--- config.mk ---
export PLATFORM = sky130hd
export DESIGN_NAME = codifica_hamming
export DESIGN_NICKNAME = d
export VERILOG_FILES = /design/src/rtl/hamming_pkg.sv /design/src/rtl/fifo_sincrona.sv /design/src/rtl/codifica_hamming.sv
export SDC_FILE = /design/constraint.sdc
export NUM_CORES = 1
export LEC_CHECK = 0
export ABC_AREA = 1
export BUFFER_PORTS_ARGS = -buffer_cell sky130_fd_sc_hd__buf_2
export CAP_MARGIN = 20
export CORE_ASPECT_RATIO = 2
export CORE_MARGIN = 10
export CORE_UTILIZATION = 55
export CTS_BUF_LIST = sky130_fd_sc_hd__clkbuf_2
export DETAILED_ROUTE_END_ITERATION = 16
export GPL_ROUTABILITY_DRIVEN = 1
export PLACE_DENSITY_LB_ADDON = 0.2
export SLEW_MARGIN = 20
export SYNTH_ARGS = -nofsm -noshare
export SYNTH_HDL_FRONTEND = slang
export SYNTH_SLANG_ARGS = --single-unit
--- constraint.sdc ---
create_clock -name clk -period 1.8 [get_ports clk]
set_clock_uncertainty 0.05 [all_clocks]
set_input_delay 0.09 -clock clk [delete_from_list [all_inputs] [get_ports clk]]
set_output_delay 0.09 -clock clk [all_outputs]
set_load 0.02 [all_outputs]
--- src/rtl/hamming_pkg.sv ---
// Shared Hamming(15,11) definitions: the codeword layout, the parity masks and the encoder
// function. The corrector uses the same package, so both sides agree on the bit mapping.
package hamming_pkg;

    localparam int N_DADOS  = 11;
    localparam int N_CODIGO = 15;

    localparam int IDX_P1 = 0;
    localparam int IDX_P2 = 1;
    localparam int IDX_P4 = 3;
    localparam int IDX_P8 = 7;

    // Codeword index of each data bit, in order dado[0..10].
    localparam int IDX_DADOS [N_DADOS] = '{2, 4, 5, 6, 8, 9, 10, 11, 12, 13, 14};

    // Each mask selects the data indices that one parity bit covers.
    localparam logic [N_CODIGO-1:0] MASCARA_P1 = 15'h5554;
    localparam logic [N_CODIGO-1:0] MASCARA_P2 = 15'h6664;
    localparam logic [N_CODIGO-1:0] MASCARA_P4 = 15'h7870;
    localparam logic [N_CODIGO-1:0] MASCARA_P8 = 15'h7F00;

    typedef enum logic {
        OCIOSO,
        TRANSMITE
    } estado_t;

    function automatic logic [N_CODIGO-1:0] gera_codigo(input logic [N_DADOS-1:0] dado);
        logic [N_CODIGO-1:0] c;
        c = '0;
        for (int i = 0; i < N_DADOS; i++) begin
            c[IDX_DADOS[i]] = dado[i];
        end
        c[IDX_P1] = ^(c & MASCARA_P1);
        c[IDX_P2] = ^(c & MASCARA_P2);
        c[IDX_P4] = ^(c & MASCARA_P4);
        c[IDX_P8] = ^(c & MASCARA_P8);
        return c;
    endfunction

endpackage

--- src/rtl/fifo_sincrona.sv ---
// Synchronous FIFO with power-of-two depth. The head word is shown combinationally so a pop
// and a load into the shift register happen on the same edge.
module fifo_sincrona #(
    parameter int LARGURA      = 15,
    parameter int PROFUNDIDADE = 2
) (
    input  logic                          clk,
    input  logic                          rst_n,
    input  logic                          push,
    input  logic                          pop,
    input  logic [LARGURA-1:0]            dado_in,
    output logic [LARGURA-1:0]            cabeca,
    output logic                          cheio,
    output logic                          vazio,
    output logic [$clog2(PROFUNDIDADE):0] count
);

    localparam int PW = $clog2(PROFUNDIDADE);
    localparam logic [PW:0] COUNT_CHEIO = (PW + 1)'(PROFUNDIDADE);

    logic [LARGURA-1:0] mem [PROFUNDIDADE];
    logic [PW-1:0]      wr_ptr;
    logic [PW-1:0]      rd_ptr;

    // Pointers wrap naturally because the depth is a power of two.
    always_ff @(posedge clk) begin
        if (!rst_n) begin
            wr_ptr <= '0;
            rd_ptr <= '0;
            count  <= '0;
        end else begin
            if (push) wr_ptr <= wr_ptr + 1'b1;
            if (pop)  rd_ptr <= rd_ptr + 1'b1;
            case ({push, pop})
                2'b10:   count <= count + 1'b1;
                2'b01:   count <= count - 1'b1;
                default: count <= count;
            endcase
        end
    end

    always_ff @(posedge clk) begin
        if (push) mem[wr_ptr] <= dado_in;
    end

    assign cabeca = mem[rd_ptr];
    assign cheio  = (count == COUNT_CHEIO);
    assign vazio  = (count == '0);

endmodule

--- src/rtl/codifica_hamming.sv ---
// Hamming(15,11) encoder feeding a codeword FIFO, followed by a bit-serial transmitter that
// sends each codeword LSB first with per-bit backpressure and counts completed frames.
module codifica_hamming
    import hamming_pkg::*;
#(
    parameter int PROFUNDIDADE = 2
) (
    input  logic                clk,
    input  logic                rst_n,
    input  logic [N_DADOS-1:0]  dado,
    input  logic                dado_valid,
    output logic                dado_ready,
    output logic                serial,
    output logic                serial_valid,
    output logic                serial_sof,
    input  logic                serial_ready,
    output logic [7:0]          palavras_enviadas
);

    localparam int CW = $clog2(PROFUNDIDADE) + 1;
    localparam logic [CW-1:0] PROF_C = CW'(PROFUNDIDADE);

    logic [N_CODIGO-1:0] cabeca;
    logic [N_CODIGO-1:0] shift;
    logic [3:0]          contador;
    logic [CW-1:0]       ocupacao;
    logic                cheio;
    logic                vazio;
    logic                push;
    logic                pop;
    estado_t             estado;

    assign dado_ready = (ocupacao < PROF_C);
    assign push       = dado_valid && !cheio;

    // A pop happens either when idle or on the last beat of a frame, so frames run back-to-back.
    assign pop = !vazio && ((estado == OCIOSO) ||
                            (estado == TRANSMITE && serial_ready && contador == 4'd14));

    fifo_sincrona #(
        .LARGURA      (N_CODIGO),
        .PROFUNDIDADE (PROFUNDIDADE)
    ) u_fifo (
        .clk     (clk),
        .rst_n   (rst_n),
        .push    (push),
        .pop     (pop),
        .dado_in (gera_codigo(dado)),
        .cabeca  (cabeca),
        .cheio   (cheio),
        .vazio   (vazio),
        .count   (ocupacao)
    );

    always_ff @(posedge clk) begin
        if (!rst_n) begin
            estado            <= OCIOSO;
            shift             <= '0;
            contador          <= '0;
            serial            <= 1'b0;
            serial_valid      <= 1'b0;
            serial_sof        <= 1'b0;
            palavras_enviadas <= '0;
        end else begin
            case (estado)
                OCIOSO: begin
                    if (!vazio) begin
                        shift        <= cabeca;
                        contador     <= '0;
                        serial       <= cabeca[0];
                        serial_valid <= 1'b1;
                        serial_sof   <= 1'b1;
                        estado       <= TRANSMITE;
                    end
                end
                TRANSMITE: begin
                    if (serial_ready) begin
                        if (contador == 4'd14) begin
                            palavras_enviadas <= palavras_enviadas + 8'd1;
                            if (!vazio) begin
                                shift      <= cabeca;
                                contador   <= '0;
                                serial     <= cabeca[0];
                                serial_sof <= 1'b1;
                            end else begin
                                serial       <= 1'b0;
                                serial_valid <= 1'b0;
                                serial_sof   <= 1'b0;
                                estado       <= OCIOSO;
                            end
                        end else begin
                            shift      <= shift >> 1;
                            serial     <= shift[1];
                            serial_sof <= 1'b0;
                            contador   <= contador + 4'd1;
                        end
                    end
                end
            endcase
        end
    end

endmodule

==> impl_results.md <==
- Ys flop type: dfxtp_1
- First-pass GRT wire length: 10580 µm
- Die H: 125.6 µm
- Post-synthesis mux area share: 0.007338
- CP Data Required Time: about 2.1 ns
- Sequential share of the synthesized area: 0.5218
- Pin count of the biggest net entering global routing: 29
- Worst slack, placed: roughly 0.056 ns
- Post-DP HPWL: ~4600 µm
- CTS tree: built
- Commonest cells after routing, fill and taps aside: nand2_1, nor2_1, inv_1
- Die extent in x: 72.82 µm
- Routed wire length: 6318 µm
- Crit-path max cell delay: 0.42 ns
- Max-Cap Viols: 0
- Die ar.: 9149 µm²
- Run status: completed
- Final period util: 0.9495
- ANT nets after route: 0
- Grt ovf: 0
- Main combinational cell family by area after synthesis: simple AND/OR/NAND/NOR gates
- Worst Tran Pin Value: 0.3822 ns
- IO Pins: 27
- Final setup vio count: 0
- Post-synth EDFFs: 30
- Final net count: 438
- Hold Path Sink: serial_sof
- DRC errors left: 0
- Synth warnings: 0
- Mapped cell area: 3069 µm²
- Pwr Density: between 1000 and 1500 nW/µm²
- Area grow syn2layout: 16.35%
- Clock root buffer: clkbuf_2
- GPL Wtd Cong: 0.8880
- Post-synth ARST share: 0
- Post-Synth XOR/XNOR Area: 0.03710
- Simple-gate portion of the synthesized area: 0.2214
- Worst R2R End: u_fifo.count[1]
- Post-route cell area: between 3000 and 4000 µm²
- Final hold slack: 0.06483 ns
- Number of port buffers: 26
- Synthesis-stage register bit count: 65
- Standard-cell row count: 38
- Via density: 5.023
- Fmax achieved: 585.1 MHz
- Initial antenna violation count: 0
- Worst-Skew Late Latency: 0.50 ns
- H-tree Lvls: 3
- Worst hold path stage count: 5
- Slew HR: 0.7449
- Avg Cell Area, Syn: 8.386 µm²
- Crit path max fanout: 3
- Crit-path cells: ha_4 -> nand3_4 -> nand2_4 -> nand3_2 -> inv_2 -> ha_2 -> nor4_2 -> nor3_1
- Type of origin of the critical path: flip-flop
- Reg2reg path depth: 8
- Fin. Hold Viols: 0
- Max Slew Vio Count: 0
- Final Total Pwr: 4.623 mW
- Lkg Pwr: 1.542 nW
- Worst r2r src: contador[1]
- First-pass DRT Iterations: 4
- Netlist cell types: 32
- Post-synthesis compound-gate area fraction: 0.1166
- Ant. Diodes: 0
- Vias in the first global route: between 2000 and 2500
- Fraction of layout cells with a size suffix above 1: 0.1840
- HP Class: input port to flip-flop
- Syn Nets: 385
- Clock Path Buffers: 2
- Worst-path clk slew: 0.17 ns
- Crit path max-delay cell type: dfxtp_1
- Post-CTS setup buffer count: 0
- RSZ-0062 raised after global routing: no
- Synth Area in Adders: 0.01631
- Final WS setup: 0.09089 ns
- Vias: 2431
- GRT Resource Usage Total: 0.1467
- Cts bufs inserted: 9
- Flop-to-flop setup slack: 0.09 ns
- Synth Instances: approximately 370
- Avg WL per Cell: 13.05 µm
- Initial DRC Count: 122
- Initial Util: 0.5663
- Dpl cell area: 3317 µm²
- Critical setup path kind: flip-flop to flip-flop
- Clk sink count: between 60 and 70
- Commonest non-fill, non-tap cell in the layout: nand2_1
- Hold path start: serial_ready
- Worst VDD drop: just over 900 µV
- Arrival time at the worst endpoint: roughly 2 ns
- Crit. End Element: flip-flop
- Core ar.: between 5000 and 6000 µm²
- Min cycle time layout: 1.709 ns
worst max path at each step:
stage	start	endpoint	slack, ns
final	contador[1]	u_fifo.count[1]	0.09
after global routing	contador[1]	u_fifo.count[1]	0.008
after CTS	contador[0]	u_fifo.count[1]	0.02
after detailed placement	contador[0]	u_fifo.count[1]	0.06
after global placement	contador[0]	u_fifo.count[1]	0.12
after floorplan	u_fifo.count[1]	u_fifo.mem[0][0]	-0.06
critical path, delay by kind of cell, from the launching register on:
family        cells  cell delay, ns
flops             1            0.42
fa+ha+maj         2            0.45
simple gates      5            0.59
buf+inv           1            0.09
layer usage:
layer	GRT usage	vias up	part of all wire
met5	0	-	0
met4	0.08315	0	0.027
met3	0.04717	16	0.044
met2	0.2677	41	0.57
met1	0.1333	1091	0.36
li1	-	1283	-
stage by stage:
stage	util	cells	setup TNS, ns
after floorplan	-	366	-1.936
after global placement	0.6120	455	0
after detailed placement	0.6120	455	0
after CTS	0.6547	484	0
after global routing	0.6588	484	0
final	0.6588	484	0
sequential cells by signal (all words and copies together), names as in the netlist, named ones only:
register           count
u_fifo.rd_ptr          1
serial_sof             1
serial                 1
u_fifo.mem            30
serial_valid           1
shift                 14
estado                 1
u_fifo.wr_ptr          1
u_fifo.count           2
palavras_enviadas      8
contador               4
layout make-up:
cell class / count / area, µm²
Timing Repair Buffer: 53 / 365.4
Fill cell: 471 / 1849
Multi-Input combinational cell: 243 / 1250
Clock buffer: 11 / 55.05
Tap cell: 60 / 75.07
Inverter: 47 / 176.4
Clock inverter: 5 / 46.29
Sequential cell: 65 / 1603
synth_stat cells (2+ instances only):
library cell | number | area, µm²
clkbuf_1 | 2 | 7.510
xor2_1 | 3 | 26.28
edfxtp_1 | 30 | 900.9
o21ai_1 | 14 | 70.07
nand2_4 | 4 | 45.04
inv_2 | 4 | 15.01
a21oi_1 | 15 | 75.07
nand3b_1 | 2 | 15.01
ha_1 | 4 | 50.05
dfxtp_1 | 35 | 700.7
o21ai_0 | 40 | 200.2
xnor2_1 | 10 | 87.58
inv_1 | 43 | 161.4
mux2_2 | 2 | 22.52
buf_6 | 2 | 22.52
nand2b_1 | 2 | 12.51
nand3_1 | 4 | 20.02
buf_4 | 2 | 15.01
buf_2 | 2 | 10.01
or2_2 | 2 | 12.51
buf_1 | 2 | 7.510
nor2_1 | 45 | 168.9
nor2_4 | 2 | 22.52
nand2_1 | 85 | 319.1
nand4_1 | 3 | 18.77
repair_timing:
item / CTS / global route
endpoints found under the setup margin: 0 / 5
hold endpoints to repair: 50 / 0
hold buffers: 13 / 0
gates resized for setup: 0 / 7
report_power, final:
group,total (mW),leakage (nW),switching [mW],internal [mW]
Sequential,2.06,0.568,0.145,1.91
Clock,0.804,0.0684,0.486,0.318
Combinational,1.76,0.906,1.13,0.630
Total,4.62,1.54,1.76,2.86
cells by family (layout without fill, tap and decap cells):
| group | Yosys count | count (layout) |
|---|---|---|
| and+or+nand+nor | 154 | 154 |
| AOI/OAI and AO/OA | 70 | 70 |
| DFF | 65 | 65 |
| buffers and inverters | 58 | 116 |
| xor gates and xnor gates | 13 | 13 |
| adders and majority gates | 4 | 4 |
| muxes | 2 | 2 |
No activity file was read; power rests on OpenSTA's default activity.
